## src/rtl/wb_uart_rx_if.sv

```systemverilog
// wb_uart_rx_if
//   Receive-side result bus between the UART receiver and the Wishbone-side
//   register/FIFO logic.
//
//   o_wr        : one-cycle strobe, o_data holds a freshly received byte
//   o_data      : last received byte, held until the next o_wr
//   o_frame_err : one-cycle strobe, stop bit was sampled low
//   o_busy      : receiver is inside a frame (start detected, not yet idle)
//
//   master : the receiver, drives every signal
//   slave  : the consumer, observes every signal
interface wb_uart_rx_if;
  logic       o_wr;
  logic [7:0] o_data;
  logic       o_frame_err;
  logic       o_busy;

  modport master (output o_wr, o_data, o_frame_err, o_busy);
  modport slave  (input  o_wr, o_data, o_frame_err, o_busy);
endinterface

```

## src/rtl/wb_uart_rx.sv

```systemverilog
// wb_uart_rx
//   8N1 UART receiver. The asynchronous line is brought into i_clk through two
//   flops, the start bit is confirmed at mid-bit, then 8 data bits (LSB first)
//   and the stop bit are sampled at their centres. A good frame produces a
//   one-cycle o_wr with the byte on o_data; a low stop bit produces a
//   one-cycle o_frame_err and the receiver then waits for the line to go high.
//
//   Parameter CLOCKS_PER_BAUD : i_clk cycles per bit, must be >= 8.
//   i_clk      : system clock, rising edge
//   i_reset_n  : asynchronous active-low reset
//   i_uart_rx  : raw serial line, idle high, asynchronous to i_clk
//   bus        : result bus (o_wr, o_data, o_frame_err, o_busy), master side
//
//   Optional build macro UART_RX_MAJORITY_EN: every bit decision becomes the
//   2-of-3 vote of the synchronized line one cycle before, at, and one cycle
//   after the bit centre. The decision is taken one cycle after the centre, so
//   all strobes arrive one cycle later than in the default build.
//
//   state  | meaning
//   -------+------------------------------------------------------------
//   IDLE   | line idle, waiting for a low level on the synchronized line
//   START  | counting to the middle of the start bit, then re-checking it
//   D0..D7 | counting to the centre of data bit n, then shifting it in
//   STOP   | counting to the centre of the stop bit, then strobing
//   BREAK  | stop bit was low; waiting for the line to return high
module wb_uart_rx #(
  parameter logic [23:0] CLOCKS_PER_BAUD = 24'd868
) (
  input  logic        i_clk,
  input  logic        i_reset_n,
  input  logic        i_uart_rx,
  wb_uart_rx_if.master bus
);

  localparam logic [3:0] S_IDLE  = 4'd0;
  localparam logic [3:0] S_START = 4'd1;
  localparam logic [3:0] S_D0    = 4'd2;
  localparam logic [3:0] S_D7    = 4'd9;
  localparam logic [3:0] S_STOP  = 4'd10;
  localparam logic [3:0] S_BREAK = 4'd11;

  localparam logic [23:0] HALF_M1 = (CLOCKS_PER_BAUD >> 1) - 24'd1;
  localparam logic [23:0] FULL_M1 = CLOCKS_PER_BAUD - 24'd1;

  logic        r_q1;
  logic        r_ck_rx;
  logic [23:0] r_baud_cnt;
  logic [3:0]  r_state;
  logic [7:0]  r_shift;
  logic [7:0]  r_data;
  logic        r_wr;
  logic        r_frame_err;

  logic        w_tick;
  logic        w_timed;
  logic        w_decide;
  logic        w_sample;
  logic        w_data_state;

  // Two-flop synchronizer; idle level is high so reset to 1.
  always_ff @(posedge i_clk or negedge i_reset_n) begin
    if (!i_reset_n) begin
      r_q1    <= 1'b1;
      r_ck_rx <= 1'b1;
    end else begin
      r_q1    <= i_uart_rx;
      r_ck_rx <= r_q1;
    end
  end

  assign w_tick       = (r_baud_cnt == 24'd0);
  // States that run the bit timer.
  assign w_timed      = (r_state != S_IDLE) && (r_state != S_BREAK);
  assign w_data_state = (r_state >= S_D0) && (r_state <= S_D7);

`ifdef UART_RX_MAJORITY_EN
  // r_hist[0] holds the line at the bit centre and r_hist[1] the cycle
  // before it when r_tick_d marks the cycle after the centre.
  logic [1:0] r_hist;
  logic       r_tick_d;

  always_ff @(posedge i_clk or negedge i_reset_n) begin
    if (!i_reset_n) begin
      r_hist   <= 2'b11;
      r_tick_d <= 1'b0;
    end else begin
      r_hist   <= {r_hist[0], r_ck_rx};
      r_tick_d <= w_tick & w_timed;
    end
  end

  assign w_decide = r_tick_d;
  assign w_sample = (r_hist[1] & r_hist[0]) |
                    (r_hist[1] & r_ck_rx)   |
                    (r_hist[0] & r_ck_rx);
`else
  assign w_decide = w_tick & w_timed;
  assign w_sample = r_ck_rx;
`endif

  // Bit timer. Reload happens on the tick itself in both builds so the bit
  // grid is identical; with the vote only the decision is one cycle late.
  always_ff @(posedge i_clk or negedge i_reset_n) begin
    if (!i_reset_n) begin
      r_baud_cnt <= 24'd0;
    end else if (r_state == S_IDLE) begin
      if (!r_ck_rx) begin
        r_baud_cnt <= HALF_M1;
      end
    end else if (w_timed) begin
      if (w_tick) begin
        r_baud_cnt <= FULL_M1;
      end else begin
        r_baud_cnt <= r_baud_cnt - 24'd1;
      end
    end
  end

  always_ff @(posedge i_clk or negedge i_reset_n) begin
    if (!i_reset_n) begin
      r_state     <= S_IDLE;
      r_shift     <= 8'h00;
      r_data      <= 8'h00;
      r_wr        <= 1'b0;
      r_frame_err <= 1'b0;
    end else begin
      r_wr        <= 1'b0;
      r_frame_err <= 1'b0;
      if (r_state == S_IDLE) begin
        if (!r_ck_rx) begin
          r_state <= S_START;
        end
      end else if (r_state == S_START) begin
        if (w_decide) begin
          // High at mid start bit means it was a glitch.
          r_state <= w_sample ? S_IDLE : S_D0;
        end
      end else if (w_data_state) begin
        if (w_decide) begin
          r_shift <= {w_sample, r_shift[7:1]};
          r_state <= r_state + 4'd1;
        end
      end else if (r_state == S_STOP) begin
        if (w_decide) begin
          // Leaving mid stop bit lets a following frame start with no idle.
          if (w_sample) begin
            r_data  <= r_shift;
            r_wr    <= 1'b1;
            r_state <= S_IDLE;
          end else begin
            r_frame_err <= 1'b1;
            r_state     <= S_BREAK;
          end
        end
      end else if (r_state == S_BREAK) begin
        if (r_ck_rx) begin
          r_state <= S_IDLE;
        end
      end else begin
        r_state <= S_IDLE;
      end
    end
  end

  assign bus.o_wr        = r_wr;
  assign bus.o_data      = r_data;
  assign bus.o_frame_err = r_frame_err;
  assign bus.o_busy      = (r_state != S_IDLE);

endmodule

```

## src/flat_wrapper.sv

```systemverilog
// flat-port wrapper written by rule: the top's interface ports become plain ports
module wb_uart_rx_flat 
#(
  parameter logic [23:0] CLOCKS_PER_BAUD = 24'd868
)
  (i_clk, i_reset_n, i_uart_rx, bus_o_wr, bus_o_data, bus_o_frame_err, bus_o_busy);
  wb_uart_rx_if bus_i ();
  input  logic i_clk;
  input  logic i_reset_n;
  input  logic i_uart_rx;
  output wire logic [$bits(bus_i.o_wr)-1:0] bus_o_wr;
  output wire logic [$bits(bus_i.o_data)-1:0] bus_o_data;
  output wire logic [$bits(bus_i.o_frame_err)-1:0] bus_o_frame_err;
  output wire logic [$bits(bus_i.o_busy)-1:0] bus_o_busy;
  assign bus_o_wr = bus_i.o_wr;
  assign bus_o_data = bus_i.o_data;
  assign bus_o_frame_err = bus_i.o_frame_err;
  assign bus_o_busy = bus_i.o_busy;
  wb_uart_rx #(.CLOCKS_PER_BAUD(CLOCKS_PER_BAUD)) u_core (.i_clk(i_clk), .i_reset_n(i_reset_n), .i_uart_rx(i_uart_rx), .bus(bus_i));
endmodule
```

## config.mk

```make
export PLATFORM = sky130hd
export DESIGN_NAME = wb_uart_rx_flat
export DESIGN_NICKNAME = d
export VERILOG_FILES = /design/src/rtl/wb_uart_rx_if.sv /design/src/rtl/wb_uart_rx.sv /design/src/flat_wrapper.sv
export SDC_FILE = /design/constraint.sdc
export NUM_CORES = 1
export LEC_CHECK = 0
export BUFFER_PORTS_ARGS = -buffer_cell sky130_fd_sc_hd__buf_4
export CAP_MARGIN = 25
export CORE_ASPECT_RATIO = 1.4
export CORE_UTILIZATION = 50
export DETAILED_ROUTE_END_ITERATION = 6
export HOLD_SLACK_MARGIN = 0.05
export PLACE_DENSITY = 0.7
export SYNTH_ARGS = -nofsm -noshare
export SYNTH_HDL_FRONTEND = slang
export SYNTH_SLANG_ARGS = --single-unit
```

## constraint.sdc

```tcl
create_clock -name i_clk -period 2.4 [get_ports i_clk]
set_input_delay 0.48 -clock i_clk [delete_from_list [all_inputs] [get_ports i_clk]]
set_output_delay 0.48 -clock i_clk [all_outputs]
set_load 0.02 [all_outputs]
```

# Yosys cells after proc, flatten, opt, wreduce, memory -nomap -nowiden
# Cells that the tools add are included.
# W data, S select, Z words.
dict set report op_classes {
  addsub 2
  order_cmp 2
  n_eq_ne 9
  muxes 28
  bitwise 4
  n_reduce_logical 10
}
# operator n
set op_table {}
lappend op_table {{$mux W24} 4}
lappend op_table {{$mux W4} 11}
lappend op_table {{$logic_not A24 Y1} 1}
lappend op_table {{$sub A24 B1 Y24 const B} 1}
lappend op_table {{$mux W1} 12}
lappend op_table {{$eq A4 B4 Y1 const B} 2}
lappend op_table {{$ne A3 B1 Y1 const B} 2}
lappend op_table {{$ne A6 B1 Y1 const B} 1}
lappend op_table {{$reduce_and A6 Y1} 1}
lappend op_table {{$reduce_and A5 Y1} 1}
lappend op_table {{$add A4 B1 Y4 const B} 1}
lappend op_table {{$eq A4 B1 Y1 const B} 1}
lappend op_table {{$ge A4 B2 Y1 const B} 1}
lappend op_table {{$le A4 B4 Y1 const B} 1}
lappend op_table {{$logic_not A4 Y1} 1}
lappend op_table {{$ne A4 B4 Y1 const B} 1}
lappend op_table {{$reduce_and A4 Y1} 1}
lappend op_table {{$reduce_bool A4 Y1} 1}
lappend op_table {{$ne A3 B2 Y1 const B} 1}
lappend op_table {{$not A1 Y1} 3}
lappend op_table {{$logic_and A1 B1 Y1} 2}
lappend op_table {{$mux W2} 1}
lappend op_table {{$ne A2 B2 Y1 const B} 1}
lappend op_table {{$reduce_and A2 Y1} 1}
lappend op_table {{2 further kinds} 2}
dict set report word_totals {
  regBits 48
  in_bits 3
  wordCells 63
}

# Logic depth before layout (Yosys ltp)
# Gate-level depths: netlist (run 1).
dict set report logic_depth {
  depth_word 8
  ltp_mapped 9
  depth_no_buf 7
}

# Worst setup path after synthesis (run 1)
# No wires, ideal clock.
dict set report synth_path {
  path_type {register to register}
  start {register u_core.r_state[1]}
  end {register u_core.r_baud_cnt[4]}
  arrival_ns 2.331
  setup_slack_ns -0.057
  path_stages_with_launch 9
  n_path_buf 2
  synth_period_minus_slack_ns 2.457
  cell_sequence {dfrtp_1 > inv_1 > ha_1 > buf_2 > or2b_2 > a21oi_1 > a21oi_1 > clkbuf_1 > a221o_1}
}
dict set report synth_via {
  elab_chain_len 4
  elab_cells_between_ends 8
  classes_between {eq/ne: 2; mux: 1; reduce/logical: 5}
}
# item line
set synth_lines {}
lappend synth_lines {{from (decl)} wb_uart_rx.sv:48} ;# logic [3:0] r_state;
lappend synth_lines {{from (signal assigned)} wb_uart_rx.sv:136} ;# r_state <= w_sample ? S_IDLE : S_D0;
lappend synth_lines {{from (signal assigned)} wb_uart_rx.sv:141} ;# r_state <= r_state + 4'd1;
lappend synth_lines {{$ne A4 B4 Y1 or $reduce_bool A4 Y1 (tied branches)} wb_uart_rx.sv:73} ;# assign w_timed = (r_state != S_IDLE) && (r_state != S_BREAK);
lappend synth_lines {{$logic_and A1 B1 Y1} wb_uart_rx.sv:73}
lappend synth_lines {{$reduce_bool A2 Y1 (no source line)} --}
lappend synth_lines {{$reduce_and A2 Y1 (no source line)} --}
lappend synth_lines {{to (signal assigned)} wb_uart_rx.sv:114} ;# r_baud_cnt <= r_baud_cnt - 24'd1;
lappend synth_lines {{to (decl)} wb_uart_rx.sv:47} ;# logic [23:0] r_baud_cnt;
# Several ways; a longest one is shown, not always the timed one.
# A chain may end at the register's enable or synchronous reset.

# Worst setup path after layout (run 1)
dict set report layout_path {
  start {register u_core.r_baud_cnt[0]}
  end {register u_core.r_baud_cnt[11]}
}
dict set report layout_via {
  elab_chain_len 4
  elab_cells_between_ends 5
  classes_between {add/sub: 1; mux: 3; reduce/logical: 1}
}
# item line
set layout_lines {}
lappend layout_lines {{$sub A24 B1 Y24 or $logic_not A24 Y1 (tied branches)} {wb_uart_rx.sv:114, wb_uart_rx.sv:71}}
lappend layout_lines {{$mux W24 *} wb_uart_rx.sv:111} ;# if (w_tick) begin
lappend layout_lines {{$mux W24 *} wb_uart_rx.sv:110} ;# end else if (w_timed) begin
lappend layout_lines {{$mux W24 *} wb_uart_rx.sv:106} ;# end else if (r_state == S_IDLE) begin
# Mark *: on every way between the ends. The rest lies on a longest branch, timed or not. The select of a mux whose other input is x is not followed.

==> qor.yml, run 1 <==
rows: 30
avgSynthCellArea_um2: 10.3
ant_nets: 0
cpPeakStageDelay_ns: 0.57
grt_usage_pct: 23.2
synth-main-ff-cell: "dfrtp_1"
outcome: "finished clean"
grt_pass1_vias: 2079
crit_fanout: 6
ys_ff_latch: 48
chipWidth_um: 62.4
final_common_cell: "dfrtp_1"
peakVddDrop_mv: 0.317
multi_input_comb_area_um2: 1300
hold_viol: 0
first_iter_violations: 120
required_ns: 2.60
ys_warn_count: 0
wl_mm: 5.60
insertion_delay_ns: 0.30
timing.final.crit_period_ns: 2.32
max_freq_mhz: 430
cts_made_buffers: 5
dieArea_um2: 5400
worstSetupPathType: "flip-flop to flip-flop"
clock-skew-final_ns: 0.00372
cts_sinks: 48
synth_edf_count: 0
place_congestion: 0.959
instances_no_fill: 342
root_buffer: "clkbuf_8"
worst_slew_pin_slew_ns: 0.600
yosys.area.top_type: "dfrtp_1"
critPathSlowestCell: "or4_4"
crit_family: "simple AND/OR/NAND/NOR gates"
clk_pin_slew_ns: 0.09
final_cell_mix: "dfrtp_1, buf_4, mux2_2"
cpMostUsedCell: "or4_4"
io_pins: 14
grt_max_degree: 49
synth.net_count: 256
final_area_um2: 3010
die_h_um: 86.6
dr.pass1.iters: 4
setup_viol: 0
hp-class: "input port to asynchronous set/reset pin"
start_kind: "flip-flop"
cts_tree: "done"
netlist_instances: 247
layout-drive-gt1-share_pct: 26.3
dp.cells: 334
synth_top_cell_area_share_pct: 45.1
seq_area_um2: 1200
rsz0062_at_grt: "yes"
synth_area_leaders: "dfrtp_1, mux2_2, a21oi_1"
dp_hpwl_mm: 4.11
finalMaxSlewViolations: 0
worst-path-buf-inv: 0
finalNetCount: 286
path_cells: "or4_4, or4_4, or3_4, o31a_1, o22a_1"
p_per_area_nw_per_um2: 508
syn2layout_area_growth_pct: 17.8
max_cap_viol_count: 0
nFillCells: 433
clockBufferDepth: 2
placed_area_um2: 2860
start_util_pct: 52.4
async_flop_share_pct: 100
end_kind: "flip-flop"
drc: 0
post-route-period-util_pct: 96.9
grt_pass1_wl_mm: 9.78
drt-wirelength-per-cell_um: 16.4
synth.distinct_cells: 53
grt_antenna_before_repair: 0
core-area_um2: 4880
viasPerCell: 6.01
synth-seq-area-share_pct: 47.1
vias: 2057
arrival_ns: 2.52
leakagePower_uw: 0.00142
syn_area_um2: 2550
portBuffers: 13
grt_overflow_total: 0
htreeDepth: 2
max_slew_margin_pct: 59.7
antennaDiodeCount: 0
[synth_stat cells (2+ instances only)]
cell type / n
dfrtp_1: 46
a21oi_1: 16
mux2_2: 16
nor2_1: 15
nor3_1: 14
o21ai_0: 13
nand2_1: 11
a31oi_1: 9
nor4_1: 9
clkbuf_1: 7
inv_1: 7
ha_1: 6
nand2b_1: 5
a21o_1: 4
nand3_1: 4
nand4_1: 4
a211o_1: 3
mux2i_1: 3
nor3b_1: 3
o31a_1: 3
o31ai_1: 3
or3_1: 3
xor2_1: 3
a221o_1: 2
a22o_1: 2
a32oi_1: 2
and3_1: 2
dfstp_2: 2
nor3_4: 2
o22ai_1: 2
or4_1: 2
or4_4: 2
xnor2_1: 2
[stage by stage]
stage	utilization [%]	hold WS, ns	setup WS (ns)	TNS (ns)	power [uW]
floorplan	-	0.184	0.149	0	832
global placement	58.6	0.347	0.116	0	849
detailed placement	58.6	0.347	0.0508	0	849
CTS	61.5	0.203	0.0135	0	1540
global route	61.7	0.229	-0.0611	-0.0879	1580
finish	61.7	0.175	0.0755	0	1530
[logic make-up (layout without fill, tap and decap cells)]
group,after synthesis,count (layout),synth area share (%)
AND/OR/NAND/NOR,89,89,21.0
XOR/XNOR,5,5,1.71
AO/OA/AOI/OAI,64,64,16.3
multiplexers,19,19,8.23
buffers and inverters,16,47,2.69
flip-flops,48,48,47.1
adder cells (fa/ha/maj),6,6,2.94
[timing repair]
action	4_1_cts	5_1_grt
setup buffers	0	0
endpoints found under the setup margin	0	11
gates resized for setup	0	2
hold buffers	0	0
[flip-flops by register name, indices dropped and copies added (netlist names)]
signal and flops:
u_core.bus.o_data 8, u_core.bus.o_frame_err 1, u_core.bus.o_wr 1, u_core.r_baud_cnt 24, u_core.r_ck_rx 1, u_core.r_q1 1
u_core.r_shift 8, u_core.r_state 4
[path summary, 6_finish.rpt]
path | from | endpoint | slack (ns) | cells past startpoint
setup reg to reg | u_core.r_baud_cnt[0]$_DFFE_PN0P_ | u_core.r_baud_cnt[11]$_DFFE_PN0P_ | 0.08 | 5
min in group i_clk | i_uart_rx | u_core.r_q1$_DFF_PN1_ | 0.28 | 1
max in group asynchronous | i_reset_n | u_core.bus.o_data[4]$_DFFE_PN0P_ | 1.83 | 1
setup / recovery | u_core.r_baud_cnt[0]$_DFFE_PN0P_ | u_core.r_baud_cnt[11]$_DFFE_PN0P_ | 0.08 | 5
hold / removal | i_reset_n | u_core.r_baud_cnt[3]$_DFFE_PN0P_ | 0.18 | 1
hold reg to reg | u_core.r_q1$_DFF_PN1_ | u_core.r_ck_rx$_DFF_PN1_ | 0.36 | 0
[cell type report]
cell class,count,area share (%)
clock inverters,3,2.29
repair buffers,32,8.81
well taps,64,2.66
flip-flops and latches,48,40.0
clock buffers,5,2.29
multi-input cells,183,43.1
inverters,7,0.873
[routing by layer]
layer	global-route usage [%]	vias to the layer above	wire length, um
met2	41.3	37	2980
met3	3.82	10	137
li1	-	994	-
met4	10.4	0	127
met1	27.4	1016	2350
met5	0	-	0
[worst reg2reg max path, delay by kind of cell, from the launching register on]
family             cells  cell delay [ns]
and+or+nand+nor        3             1.38
DFF                    1             0.43
AOI/OAI and AO/OA      2             0.41
[report_power, final]
part	switching, uW	internal, uW
logic	15.4	2.74
clock network	278	419
registers	2.57	811
total	296	1230
Power figures use the tool's default switching activity.
==> run 2: changes to the inputs <==
--- a/config.mk
+++ b/config.mk
@@ -7,7 +7,7 @@
 export LEC_CHECK = 0
 export BUFFER_PORTS_ARGS = -buffer_cell sky130_fd_sc_hd__buf_4
 export CAP_MARGIN = 25
-export CORE_ASPECT_RATIO = 1.4
+export CORE_ASPECT_RATIO = 0.7
 export CORE_UTILIZATION = 50
 export DETAILED_ROUTE_END_ITERATION = 6
 export HOLD_SLACK_MARGIN = 0.05
==> qor.yml, run 2 (same netlist as run 1, synthesis figures left out) <==
insertion_delay_ns: 0.30  # about the same
hold_viol: 0  # unchanged
core-area_um2: 4830  # was 4880 um2
worst_slew_pin_slew_ns: 0.607  # was 0.600 ns
p_per_area_nw_per_um2: 477  # was 508 nW/um2
r2r-end: "u_core.r_baud_cnt[7]$_DFFE_PN0P_"  # was u_core.r_baud_cnt[11]$_DFFE_PN0P_
regToRegSetupSlack_ns: 0.1  # was 0.08 ns
rows: 21  # was 30
worst-path-buf-inv: 1  # was 0
post-route-period-util_pct: 96.0  # was 96.9%
htreeDepth: 2  # unchanged
cts_tree: "done"  # unchanged
crit_family: "simple AND/OR/NAND/NOR gates"  # unchanged
r2r_cells: 6  # was 5
grt_max_degree: 49  # unchanged
start_kind: "flip-flop"  # unchanged
drc: 0  # unchanged
final_core_util_pct: 62.4  # was 61.7%
cpPeakStageDelay_ns: 0.58  # was 0.57 ns
max_freq_mhz: 434  # was 430 MHz
clockBufferDepth: 2  # unchanged
finalMaxSlewViolations: 0  # unchanged
wl_mm: 5.47  # was 5.60 mm
grt_pass1_vias: 1838  # was 2079
viasPerCell: 5.95  # was 6.01
place_congestion: 0.849  # was 0.959
max_cap_viol_count: 0  # unchanged
cts_made_buffers: 5  # unchanged
ant_nets: 0  # unchanged
clk_pin_slew_ns: 0.09  # about the same
required_ns: 2.59  # was 2.60 ns
grt_overflow_total: 0  # unchanged
crit-reg2reg-launch: "u_core.r_baud_cnt[16]$_DFFE_PN0P_"  # was u_core.r_baud_cnt[0]$_DFFE_PN0P_
outcome: "finished clean"  # unchanged
setup_viol: 0  # unchanged
grt_antenna_before_repair: 0  # unchanged
cts_sinks: 48  # unchanged
drt-wirelength-per-cell_um: 15.6  # was 16.4 um
final_common_cell: "dfrtp_1"  # unchanged
max_slew_margin_pct: 59.5  # was 59.7%
cts_setup_buffers: 0  # unchanged
io_pins: 14  # unchanged
instances_no_fill: 351  # was 342
end_kind: "flip-flop"  # unchanged
final_cell_mix: "dfrtp_1, buf_4, mux2_2"  # unchanged
grt_pass1_wl_mm: 9.03  # was 9.78 mm
die_h_um: 61.8  # was 86.6 um
worstSetupPathType: "flip-flop to flip-flop"  # unchanged
dieArea_um2: 5400  # about the same
clock-skew-final_ns: 0.00744  # was 0.00372 ns
first_iter_violations: 227  # was 120
critPathSlowestCell: "or4_1"  # was or4_4
portBuffers: 13  # unchanged
dp.cells: 343  # was 334
dp_hpwl_mm: 3.77  # was 4.11 mm
leakagePower_uw: 0.00142  # about the same
vias: 2089  # was 2057
finalNetCount: 290  # was 286
top_register: "u_core.r_baud_cnt"  # unchanged
peakVddDrop_mv: 0.260  # was 0.317 mV
root_buffer: "clkbuf_8"  # unchanged
largest_register_ffs: 24  # unchanged
crit_fanout: 4  # was 6
start_util_pct: 52.8  # was 52.4%
grt_usage_pct: 22.0  # was 23.2%
syn2layout_area_growth_pct: 18.2  # was 17.8%
path_cells: "or4_1, and4bb_2, nand2_1, buf_4, a21o_2, a221o_1"  # was or4_4, or4_4, or3_4, o31a_1, o22a_1
layout-drive-gt1-share_pct: 28.0  # was 26.3%
timing.final.crit_period_ns: 2.30  # was 2.32 ns
antennaDiodeCount: 0  # unchanged
hp-class: "input port to asynchronous set/reset pin"  # unchanged
arrival_ns: 2.49  # was 2.52 ns
nFillCells: 416  # was 433
dr.pass1.iters: 4  # unchanged
chipWidth_um: 87.4  # was 62.4 um
run 2: timing repair:
item / in CTS / in global routing
endpoints found under the setup margin: 0 / 10
resized for setup: 0 / 5
hold buffers: 0 / 0
run 2: worst register-to-register path: stages (launching register included):
cell and delay, ns:
dfrtp_1 0.43, or4_1 0.58, and4bb_2 0.39, nand2_1 0.12, buf_4 0.17, a21o_2 0.18
a221o_1 0.33
run 2: metrics by stage:
stage / power [uW] / hold slack [ns] / area [um2] / setup WS (ns) / setup TNS (ns)
after global routing: 1490 / 0.228 / 3020 / -0.0114 / -0.0114
after detailed placement: 850 / 0.348 / 2890 / 0.0384 / 0
after floorplan: 832 / 0.184 / 2560 / 0.149 / 0
after global placement: 850 / 0.345 / 2890 / 0.105 / 0
final: 1440 / 0.179 / 3020 / 0.0962 / 0
after CTS: 1450 / 0.205 / 3000 / 0.0260 / 0
run 2: final cells by class:
cell class	count	area, um2	area share, %
multi-input cells	183	1310	43.2
flip-flops and latches	48	1200	39.9
repair buffers	36	283	9.37
well taps	69	86.3	2.86
clock buffers	5	68.8	2.28
clock inverters	3	46.3	1.53
inverters	7	26.3	0.870
run 2: how the worst max path moves through the flow:
| stage | startpoint | endpoint | slack [ns] | cells after the start |
|---|---|---|---|---|
| after floorplan | u_core.r_state[1]$_DFFE_PN0P_ | u_core.r_baud_cnt[4]$_DFFE_PN0P_ | 0.15 | 8 |
| after global placement | u_core.r_baud_cnt[1]$_DFFE_PN0P_ | u_core.r_baud_cnt[8]$_DFFE_PN0P_ | 0.11 | 7 |
| after detailed placement | u_core.r_baud_cnt[1]$_DFFE_PN0P_ | u_core.r_baud_cnt[20]$_DFFE_PN0P_ | 0.04 | 8 |
| after CTS | u_core.r_baud_cnt[1]$_DFFE_PN0P_ | u_core.r_baud_cnt[20]$_DFFE_PN0P_ | 0.03 | 8 |
| after global routing | u_core.r_baud_cnt[1]$_DFFE_PN0P_ | u_core.r_baud_cnt[8]$_DFFE_PN0P_ | -0.01 | 7 |
| final | u_core.r_baud_cnt[16]$_DFFE_PN0P_ | u_core.r_baud_cnt[7]$_DFFE_PN0P_ | 0.1 | 6 |
run 2: layer usage:
layer,global-route usage (%),vias to the layer above,share of wire [%]
met2,30.9,69,42
met1,34.8,1015,52
met4,4.92,0,0.38
li1,-,1003,-
met5,0,-,0
met3,4.10,2,5.5
run 2: power breakdown:
group          switching [uW]  internal [uW]  total (uW)  leakage [uW]
Sequential               2.60            811         814      0.000644
Clock                     294            314         609     0.0000548
Combinational            15.8           2.73        18.6      0.000723
